`config.mk`:
```
export PLATFORM = sky130hd
export DESIGN_NAME = mux_arb_pipe
export DESIGN_NICKNAME = d
export VERILOG_FILES = /design/src/rtl/mux_arb_pipe.sv
export SDC_FILE = /design/constraint.sdc
export NUM_CORES = 1
export LEC_CHECK = 0
export CORE_AREA = 2 2 131 133
export DETAILED_ROUTE_END_ITERATION = 16
export DIE_AREA = 0 0 133 135
export PLACE_DENSITY = 0.82
export SLEW_MARGIN = 20
export SYNTH_ARGS = -nofsm -noshare
export SYNTH_HDL_FRONTEND = slang
export SYNTH_SLANG_ARGS = --single-unit
```
`constraint.sdc`:
```
create_clock -name clk -period 4.7 [get_ports clk]
set_input_delay 0.94 -clock clk [delete_from_list [all_inputs] [get_ports clk]]
set_output_delay 0.94 -clock clk [all_outputs]
set_load 0.01 [all_outputs]
```
`src/rtl/mux_arb_pipe.sv`:
```
// N:1 valid/ready multiplexer with a one-entry registered output stage.
// Mode 0 routes the channel chosen by sel. Mode 1 arbitrates round-robin
// among the valid channels. The optional MUX_ARB_SEL_ERR_EN define adds a
// sticky sel_err flag for an out-of-range directed select.

module mux_arb_pipe #(
  parameter int unsigned NUM_IN = 31,
  parameter int unsigned DATA_W = 8,
  localparam int unsigned SEL_W = $clog2(NUM_IN)
) (
  input  logic                     clk,
  input  logic                     rst,
  input  logic                     mode,
  input  logic [SEL_W-1:0]         sel,
  input  logic [NUM_IN*DATA_W-1:0] in_data,
  input  logic [NUM_IN-1:0]        in_valid,
  output logic [NUM_IN-1:0]        in_ready,
  output logic [DATA_W-1:0]        out_data,
  output logic                     out_valid,
  input  logic                     out_ready,
`ifdef MUX_ARB_SEL_ERR_EN
  output logic                     sel_err,
`endif
  output logic [SEL_W-1:0]         out_src
);

  localparam logic [SEL_W:0]   NumInW = NUM_IN[SEL_W:0];
  localparam logic [SEL_W-1:0] RrInit = SEL_W'(NUM_IN - 1);

  logic [SEL_W-1:0]  rr_last_q, rr_last_d;
  logic [DATA_W-1:0] out_data_d;
  logic              out_valid_d;
  logic [SEL_W-1:0]  out_src_d;

  logic              can_load;
  logic              sel_ok;
  logic [NUM_IN-1:0] hi_mask;
  logic [NUM_IN-1:0] masked_valid;
  logic              rr_found;
  logic [SEL_W-1:0]  rr_idx;
  logic              grant_any;
  logic [SEL_W-1:0]  grant_idx;
  logic [NUM_IN-1:0] grant;
  logic [DATA_W-1:0] grant_data;
  logic              accept;

  assign can_load = ~out_valid | out_ready;
  assign sel_ok   = {1'b0, sel} < NumInW;

  // Round-robin: lowest valid above rr_last first, otherwise wrap to lowest valid.
  always_comb begin
    hi_mask = '0;
    for (int i = 0; i < NUM_IN; i++) begin
      hi_mask[i] = SEL_W'(i) > rr_last_q;
    end
    masked_valid = in_valid & hi_mask;
    rr_found     = |in_valid;
    rr_idx       = '0;
    if (|masked_valid) begin
      for (int i = NUM_IN - 1; i >= 0; i--) begin
        if (masked_valid[i]) rr_idx = SEL_W'(i);
      end
    end else begin
      for (int i = NUM_IN - 1; i >= 0; i--) begin
        if (in_valid[i]) rr_idx = SEL_W'(i);
      end
    end
  end

  always_comb begin
    grant_any = mode ? rr_found : sel_ok;
    grant_idx = mode ? rr_idx : sel;
    grant     = '0;
    for (int i = 0; i < NUM_IN; i++) begin
      grant[i] = grant_any && (grant_idx == SEL_W'(i));
    end
  end

  always_comb begin
    grant_data = '0;
    for (int i = 0; i < NUM_IN; i++) begin
      if (grant[i]) grant_data = in_data[i*DATA_W +: DATA_W];
    end
  end

  assign in_ready = grant & {NUM_IN{can_load}};
  assign accept   = (|(grant & in_valid)) & can_load;

  always_comb begin
    out_data_d  = out_data;
    out_valid_d = out_valid;
    out_src_d   = out_src;
    rr_last_d   = rr_last_q;
    if (accept) begin
      out_data_d  = grant_data;
      out_valid_d = 1'b1;
      out_src_d   = grant_idx;
      if (mode) rr_last_d = grant_idx;
    end else if (out_ready) begin
      out_valid_d = 1'b0;
    end
  end

  always_ff @(posedge clk or posedge rst) begin
    if (rst) begin
      out_data  <= '0;
      out_valid <= 1'b0;
      out_src   <= '0;
      rr_last_q <= RrInit;
    end else begin
      out_data  <= out_data_d;
      out_valid <= out_valid_d;
      out_src   <= out_src_d;
      rr_last_q <= rr_last_d;
    end
  end

`ifdef MUX_ARB_SEL_ERR_EN
  always_ff @(posedge clk or posedge rst) begin
    if (rst) begin
      sel_err <= 1'b0;
    end else if (!mode && !sel_ok && (|in_valid)) begin
      sel_err <= 1'b1;
    end
  end
`endif

endmodule
```
Yosys cells after proc, flatten, opt, wreduce, memory -nomap -nowiden
Index checks and enable logic that the tools add are counted.
{ "classes": {"order_cmp": 32, "eq_ne": 30, "muxes": 98, "bitwise": 6, "reduce_logical": 37} }
{ "op_table": {"columns": ["operator", "count"], "rows": [
  ["two-way mux 5 bit", 64],
  ["two-way mux 8 bit", 31],
  ["bitwise AND 31 bit", 3],
  ["OR reduction 31 bit", 3],
  ["equality test 5 bit, second input constant", 15],
  ["> comparator 5 bit, first input constant", 15],
  ["equality test 5 x 4 -> 1 bit, second input constant", 8],
  ["> comparator 4 x 5 -> 1 bit, first input constant", 8],
  ["logical AND 1 bit", 31],
  ["equality test 5 x 3 -> 1 bit, second input constant", 4],
  ["> comparator 3 x 5 -> 1 bit, first input constant", 4],
  ["equality test 5 x 2 -> 1 bit, second input constant", 2],
  ["> comparator 1 x 5 -> 1 bit, first input constant", 2],
  ["> comparator 2 x 5 -> 1 bit, first input constant", 2],
  ["equality test 5 x 1 -> 1 bit, second input constant", 1],
  ["zero test 5 bit", 1],
  ["less-than comparator 5 bit, second input constant", 1],
  ["two-way mux 1 bit", 3],
  ["AND reduction 2 bit", 1],
  ["nonzero test 2 bit", 1],
  ["bitwise AND 1 bit", 1],
  ["inverter 1 bit", 1],
  ["bitwise OR 1 bit", 1]
]} }
{ "word_totals": {"ff_bits": 19, "inputBits": 288, "output_inout_bits": 45, "word_cells": 207} }

Longest topological paths before layout
Gate-level depths: netlist (run 1).
{ "depth": {"word_depth": 68, "mapped_depth": 19, "mapped_depth_nobuf": 13} }

Worst setup path before layout (run 1)
OpenSTA, ideal clock, no wires.
{ "synth_timing": {"path_type": "input -> output", "startpoint": "input port in_valid[18]", "endpoint": "output port in_ready[0]", "arrival_ps": 3384, "required_ps": 3760, "path_slack_ps": 376, "stages": 11, "n_path_buf": 2, "cell_sequence": "or2_2 -> a221oi_2 -> nand4_1 -> nor3b_4 -> o2111ai_1 -> o221a_2 -> buf_6 -> nor2_2 -> buf_2 -> nand2_1 -> nor2_1"} }
{ "synth_via": {"elab_chain_len": 25, "word_cells_on_any_way": 47, "cone_classes": "mux: 41; bitwise: 2; reduce/logical: 4"} }
{ "synth_rtl": {"columns": ["item", "line_no", "text"], "rows": [
  ["start, declared", "16", "input logic [NUM_IN-1:0] in_valid,"],
  ["bitwise AND 31 bit", "56", "masked_valid = in_valid & hi_mask;"],
  ["two-way mux 5 bit (19 in a row)", "61", "if (masked_valid[i]) rr_idx = SEL_W'(i);"],
  ["two-way mux 5 bit", "59", "if (|masked_valid) begin"],
  ["two-way mux 5 bit", "72", "grant_idx = mode ? rr_idx : sel;"],
  ["zero test 5 bit", "75", "grant[i] = grant_any && (grant_idx == SEL_W'(i));"],
  ["logical AND 1 bit *", "75", null],
  ["bitwise AND 31 bit *", "86", "assign in_ready = grant & {NUM_IN{can_load}};"],
  ["end, declared", "17", "output logic [NUM_IN-1:0] in_ready,"]
]} }
Mark *: on every way between the ends. The rest lies on a longest branch, timed or not.

Worst setup path after layout (run 1)
{ "layout_timing": {"startpoint": "input port in_valid[11]", "endpoint": "output port in_ready[9]"} }
{ "layout_via": {"elab_chain_len": 18, "word_cells_on_any_way": 33, "cone_classes": "eq/ne: 1; mux: 27; bitwise: 2; reduce/logical: 3"} }
{ "layout_rtl": {"columns": ["item", "line_no"], "rows": [
  ["bitwise AND 31 bit", "56"],
  ["two-way mux 5 bit (12 in a row)", "61"],
  ["two-way mux 5 bit", "59"],
  ["two-way mux 5 bit", "72"],
  ["equality test 5 x 4 -> 1 bit", "75"],
  ["logical AND 1 bit *", "75"],
  ["bitwise AND 31 bit *", "86"]
]} }
Marked as above.

==> results.py, run 1 <==
metrics = {
    "grt": {
        "grt_pass1_wl_um": 53690,
        "grt_pass1_vias": 9482,
        "grt_max_degree": 48,
        "antenna_found_initial": 0,
        "grt-ovfl-total": 0,
        "grtUsageTotal_pct": 38.52,
    },
    "synth": {
        "avgSynthCellArea_um2": 6.676,
        "synth_top_area_share_pct": 8.052,
        "synth.area.top_cells": "nand2_1, dfrtp_1, a21oi_1",
        "synthArstFlopShare_pct": 100.0,
        "synth_edf_count": 0,
        "seq_area_frac_synth_pct": 8.589,
        "synth_area_leader_cell": "nand2_1",
        "ys_ff_latch": 19,
        "syn_inst": 838,
        "synth.most_common_cell": "nand2_1",
        "syn_nets": 1126,
        "ys_warn_count": 0,
        "ys_types": 99,
        "synthFlopType": "dfrtp_1",
        "synth_area_mm2": 0.005594,
        "synthTopCellsByCount": "nand2_1, nor2_1, a21oi_1",
    },
    "setup_path": {
        "startpoint": "in_valid[11]",
        "timing.rr.start": "rr_last_q[4]$_DFFE_PP1P_",
        "path_class": "in2out",
        "critPathMaxFanout": 5,
        "cp_data_arrival_time_ns": 3.67,
        "cp_slowest_cell": "clkdlybuf4s15_1",
        "critical_path.startpoint_type": "input pin",
        "path_cells": "clkdlybuf4s15_1, buf_4, nand2b_1, a211oi_1, o221ai_1, a31oi_1, a211o_1, buf_4, o221ai_4, nor2_2, nand2_2, buf_6, nor2_1, clkdlybuf4s15_2",
        "path_common_cell": "buf_4",
        "cp-end-kind": "output port",
        "required_ns": 3.76,
        "cpPeakStageDelay_ns": 0.36,
    },
    "run_status": {
        "status": "finished clean",
    },
    "timing": {
        "finalCritPeriodShare_pct": 98.03,
        "slew_violations": 0,
        "rsz0062_at_grt": "yes",
        "setup_viol": 0,
        "worst_slew_pin_slew_ns": 0.9522,
        "finalHoldViolations": 0,
        "skew_ns": 0.002157,
        "fmax_mhz": 217.0,
        "fin_setup_tns_ns": 0,
        "holdWs_ns": 0.4805,
        "post-route-min-period_ns": 4.607,
        "max_slew_margin_pct": 36.39,
        "setup_ws_ns": 0.09266,
    },
    "min_path": {
        "worstHoldPathType": "reg2reg",
        "min-delay-start": "out_data[3]$_DFFE_PP0P_",
    },
    "finish": {
        "nNetsFinal": 1631,
        "syn_to_final_growth_pct": 98.41,
        "final_layout_size_suffix_gt1_share_pct": 28.54,
        "antennaDiodeCount": 0,
    },
    "clock_tree": {
        "holdBufCountCts": 0,
        "cts.reportedPaths.clkPinSlew_ns": 0.06,
        "worstSkewPairLatency_ns": 0.25,
        "cts_tree": "built",
        "numClockSinks": 19,
        "numCtsBuffers": 3,
        "h-tree-depth": 1,
        "clockBufferDepth": 2,
        "cts_root_buf": "clkbuf_16",
    },
    "die": {
        "die_height_um": 135,
        "dieArea_mm2": 0.01796,
        "initial_core_util_pct": 34.10,
        "dieWidth_um": 133,
        "core_area_mm2": 0.01641,
        "row_count": 47,
        "io_pins": 333,
    },
    "pwr": {
        "power.leakage_nw": 4.574,
        "powerDensity_mw_per_mm2": 378.9,
        "peakVddDrop_mv": 0.2614,
    },
    "detailed_routing": {
        "drt_first_pass_iters": 6,
        "wl_per_cell_um": 23.36,
        "antenna_left": 0,
        "drt_iter0_drc": 903,
        "drc": 0,
        "routed_via_density": 6.126,
        "num_vias": 9569,
        "wirelength_um": 36490,
    },
    "place": {
        "dp_hpwl_um": 29140,
        "place.gp.congestion": 1.029,
        "post-place-ws_ns": -0.5648,
        "port_buffers": 332,
    },
    "flow_run": {
        "maxCapViolations": 0,
    },
}
==> kinds of logic (layout without fill, tap and decap cells) <==
kind of cell / Yosys count / in the layout / share of synthesized area (%)
flops: 19 / 19 / 8.589
simple gates: 352 / 352 / 30.04
buf+inv: 77 / 581 / 8.321
mux: 38 / 38 / 7.202
compound gates: 352 / 352 / 45.85
==> state kept, by name, summed over array words and instances, names as in the netlist <==
register	count
out_data	8
out_src	5
rr_last_q	5
out_valid	1
==> per-stage QoR <==
stage / cells / power, mW / instance area (µm²) / utilization (%)
2_1_floorplan: 838 / 2.104 / 5594 / -
3_3_place_gp: 1537 / 3.569 / 10440 / 63.61
3_5_place_dp: 1537 / 3.592 / 10440 / 63.61
4_1_cts: 1555 / 3.940 / 10840 / 66.07
5_1_grt: 1562 / 4.398 / 11100 / 67.65
6_report: 1562 / 4.206 / 11100 / 67.65
==> layout make-up <==
class | count | area [µm²]
sequential | 19 | 480.5
fill | 1349 | 5308
tap | 220 | 275.3
timing repair buffer | 565 | 5195
multi-input combinational | 742 | 5022
inverter | 12 | 47.55
clock buffer | 4 | 78.83
==> per-layer routing <==
layer  wire, µm  GRT usage [%]
met4       2671          23.60
met3       3649          5.968
met5          0              0
met2      17050          65.14
met1      13120          46.05
==> report_power, final <==
part           internal (mW)  switching [mW]
clock network          0.116          0.0687
logic                   1.69            2.00
registers              0.252          0.0840
==> path summary, 6_finish.rpt <==
check	to	slack (ns)	cells after the start
max in group asynchronous	out_src[1]$_DFFE_PP0P_	2.95	2
worst min register to register	out_data[3]$_DFFE_PP0P_	0.48	2
worst max register to register	out_data[5]$_DFFE_PP0P_	0.14	19
min in group asynchronous	rr_last_q[0]$_DFFE_PP0P_	1.22	2
worst max-delay path	in_ready[9]	0.09	14
worst min-delay path	out_data[3]$_DFFE_PP0P_	0.48	2
==> critical path, delay by kind of cell <==
kind / cells / cell delay [ns]
compound gates: 5 / 1.10
simple gates: 4 / 0.45
buf+inv: 5 / 1.17
==> cell usage in the layout (no fill, tap or decap), drive strengths merged, types with 6 or more instances in the layout <==
| cell type | n |
|---|---|
| o22ai | 18 |
| nor3b | 6 |
| inv | 12 |
| nor2b | 9 |
| nor2 | 98 |
| dlymetal6s2s | 17 |
| clkdlybuf4s50 | 272 |
| dlygate4sd2 | 11 |
| buf | 239 |
| o21ai | 76 |
| nor3 | 25 |
| o21a | 7 |
| mux2 | 15 |
| a31oi | 14 |
| a32oi | 11 |
| o211ai | 15 |
| or2 | 7 |
| nand2 | 121 |
| mux2i | 23 |
| clkdlybuf4s15 | 18 |
| a21oi | 73 |
| nand4 | 11 |
| a21boi | 6 |
| o31ai | 9 |
| nor4 | 6 |
| nand3 | 45 |
| clkbuf | 12 |
| a211oi | 17 |
| a211o | 9 |
| o2111ai | 6 |
| dfrtp | 15 |
| o221ai | 8 |
| a22oi | 12 |
| a221oi | 13 |
==> timing repair <==
action / CTS / global route
endpoints found under the setup margin: 47 / 50
buffers inserted: 14 / 6
resized for setup: 148 / 70
pin swaps: 24 / 24
gates cloned: 0 / 1
Note: power is estimated with default switching activity, not from simulation.
==> run 2: changes to the inputs <==
Settings changed: MAX_ROUTING_LAYER from default to met4.
==> run 2 against run 1 <==
Via count rose by 1.2%. Die area unchanged. Critical path depth fell by 1. Sequential share of layout area shrank 0.15 points. Final cell count rose by 1.8%. Non-clock buffer count increased by 28. Power grew 6.2%. Critical endpoint is now in_ready[22]. Largest cell class unchanged.
==> results.py, run 2 (same netlist as run 1, synthesis figures left out) <==
metrics = {
    "run_status": {
        "status": "finished clean",
    },
    "detailed_routing": {
        "drt_first_pass_iters": 6,
        "wirelength_um": 37030,
        "wl_per_cell_um": 23.29,
        "drc": 0,
        "antenna_left": 0,
        "num_vias": 9685,
        "drt_iter0_drc": 1167,
        "routed_via_density": 6.091,
    },
    "timing": {
        "fmax_mhz": 215.6,
        "post-route-min-period_ns": 4.639,
        "holdWs_ns": 0.4890,
        "slew_violations": 0,
        "setup_viol": 0,
        "finalCritPeriodShare_pct": 98.70,
        "setup_ws_ns": 0.06116,
        "skew_ns": 0.001888,
        "finalHoldViolations": 0,
        "fin_setup_tns_ns": 0,
        "worst_slew_pin_slew_ns": 0.8826,
        "max_slew_margin_pct": 41.04,
    },
    "clock_tree": {
        "h-tree-depth": 1,
        "cts.reportedPaths.clkPinSlew_ns": 0.05,
        "cts_tree": "built",
        "numCtsBuffers": 3,
        "numClockSinks": 19,
        "worstSkewPairLatency_ns": 0.25,
        "clockBufferDepth": 2,
        "cts_root_buf": "clkbuf_16",
    },
    "die": {
        "dieWidth_um": 133,
        "core_area_mm2": 0.01641,
        "initial_core_util_pct": 34.10,
        "row_count": 47,
        "io_pins": 333,
        "die_height_um": 135,
        "dieArea_mm2": 0.01796,
    },
    "place": {
        "dp_hpwl_um": 29200,
        "post-place-ws_ns": -0.6590,
        "port_buffers": 332,
        "place.gp.congestion": 1.062,
    },
    "pwr": {
        "powerDensity_mw_per_mm2": 388.7,
        "power.leakage_nw": 4.757,
        "power_mw": 4.465,
        "peakVddDrop_mv": 0.2239,
    },
    "setup_path": {
        "cp-end-kind": "output port",
        "critPathMaxFanout": 6,
        "required_ns": 3.76,
        "startpoint": "in_valid[17]",
        "critical_path.startpoint_type": "input pin",
        "timing.rr.start": "rr_last_q[3]$_DFFE_PP1P_",
        "endpoint": "in_ready[22]",
        "path_class": "in2out",
        "rr_endpoint": "out_data[7]$_DFFE_PP0P_",
        "reg2reg_slack_ns": 0.17,
        "reg2reg_depth": 18,
        "cp_data_arrival_time_ns": 3.70,
    },
    "finish": {
        "regArea_um2": 480.5,
        "largest_reg_flops": 8,
        "final_layout_size_suffix_gt1_share_pct": 31.97,
        "regMostFlops": "out_data",
        "n_fill_cell": 1366,
        "nNetsFinal": 1659,
        "layout_common_cells": "clkdlybuf4s50_1, buf_4, nand2_1",
        "largestRegisters": "out_data (8), out_src (5), rr_last_q (5)",
        "multiInputGateArea_mm2": 0.005155,
        "final_common_cell": "clkdlybuf4s50_1",
        "antennaDiodeCount": 0,
        "syn_to_final_growth_pct": 105.4,
    },
    "grt": {
        "grt_pass1_wl_um": 53370,
        "grtUsageTotal_pct": 39.45,
        "grt-ovfl-total": 0,
        "grt_pass1_vias": 9220,
        "grt_max_degree": 42,
        "antenna_found_initial": 0,
    },
    "min_path": {
        "worstHoldPathType": "reg2reg",
    },
    "flow_run": {
        "maxCapViolations": 0,
    },
}
run 2: cell count changes in the layout (fill, tap and decap cells not counted), moves of 6 or more:
cell | before | now
buf_4 | 213 | 229
buf_6 | 11 | 19
nor2_1 | 83 | 77
nand2_1 | 115 | 109
nand2_2 | 4 | 10
run 2: repair_timing:
action,in CTS,in global routing
cloned,0,3
hold buffers,0,0
pin swaps,17,38
endpoints found under the setup margin,46,50
buffers inserted,14,18
resized for setup,138,107
run 2: critical path, stage by stage:
cell             delay, ns
clkdlybuf4s50_1       0.43
buf_4                 0.18
nand2_1               0.14
o211a_1               0.19
o2111ai_2             0.18
a211o_1               0.41
buf_4                 0.16
o221a_4               0.25
nor2_4                0.15
nand2_1               0.07
buf_4                 0.20
nor2_1                0.12
clkdlybuf4s15_1       0.26
run 2: layout make-up:
cell class,instances,area share (%)
Inverter,12,0.4139
Timing Repair Buffer,593,47.45
Clock buffer,4,0.6861
Multi-Input combinational cell,742,44.87
Tap cell,220,2.396
Sequential cell,19,4.182
run 2: stage by stage:
stage,std cells,utilization (%),cell area (µm²)
after floorplan,838,-,5594
after global placement,1551,64.10,10520
after detailed placement,1551,64.10,10520
after CTS,1569,66.99,10990
after global routing,1590,70.02,11490
final,1590,70.02,11490
run 2: how the worst min path moves through the flow:
stage,from,to,slack [ns],cells past startpoint
after CTS,out_src[3]$_DFFE_PP0P_,out_src[3]$_DFFE_PP0P_,0.49,2
after detailed placement,out_src[3]$_DFFE_PP0P_,out_src[3]$_DFFE_PP0P_,0.48,2
after floorplan,out_data[3]$_DFFE_PP0P_,out_data[3]$_DFFE_PP0P_,0.52,2
after global placement,out_data[4]$_DFFE_PP0P_,out_data[4]$_DFFE_PP0P_,0.47,2
after global routing,out_src[3]$_DFFE_PP0P_,out_src[3]$_DFFE_PP0P_,0.50,2
final,out_src[3]$_DFFE_PP0P_,out_src[3]$_DFFE_PP0P_,0.49,2
run 2: metal layers:
metal  wire [µm]  part of all wire [%]  vias up  GRT usage (%)
li1            -                     -     4306              -
met1       13910                    38     4522          47.84
met2       17580                    47      683          66.23
met3        3276                   8.8      174          4.617
met4        2262                   6.1        0          17.26
met5           0                     0        -              -
run 2: power breakdown:
part	leakage, nW	total (mW)	internal (mW)	switching, mW
registers	0.222	0.372	0.253	0.119
clock network	0.0382	0.178	0.115	0.0627
logic	4.50	3.92	1.86	2.06
total	4.76	4.47	2.23	2.24
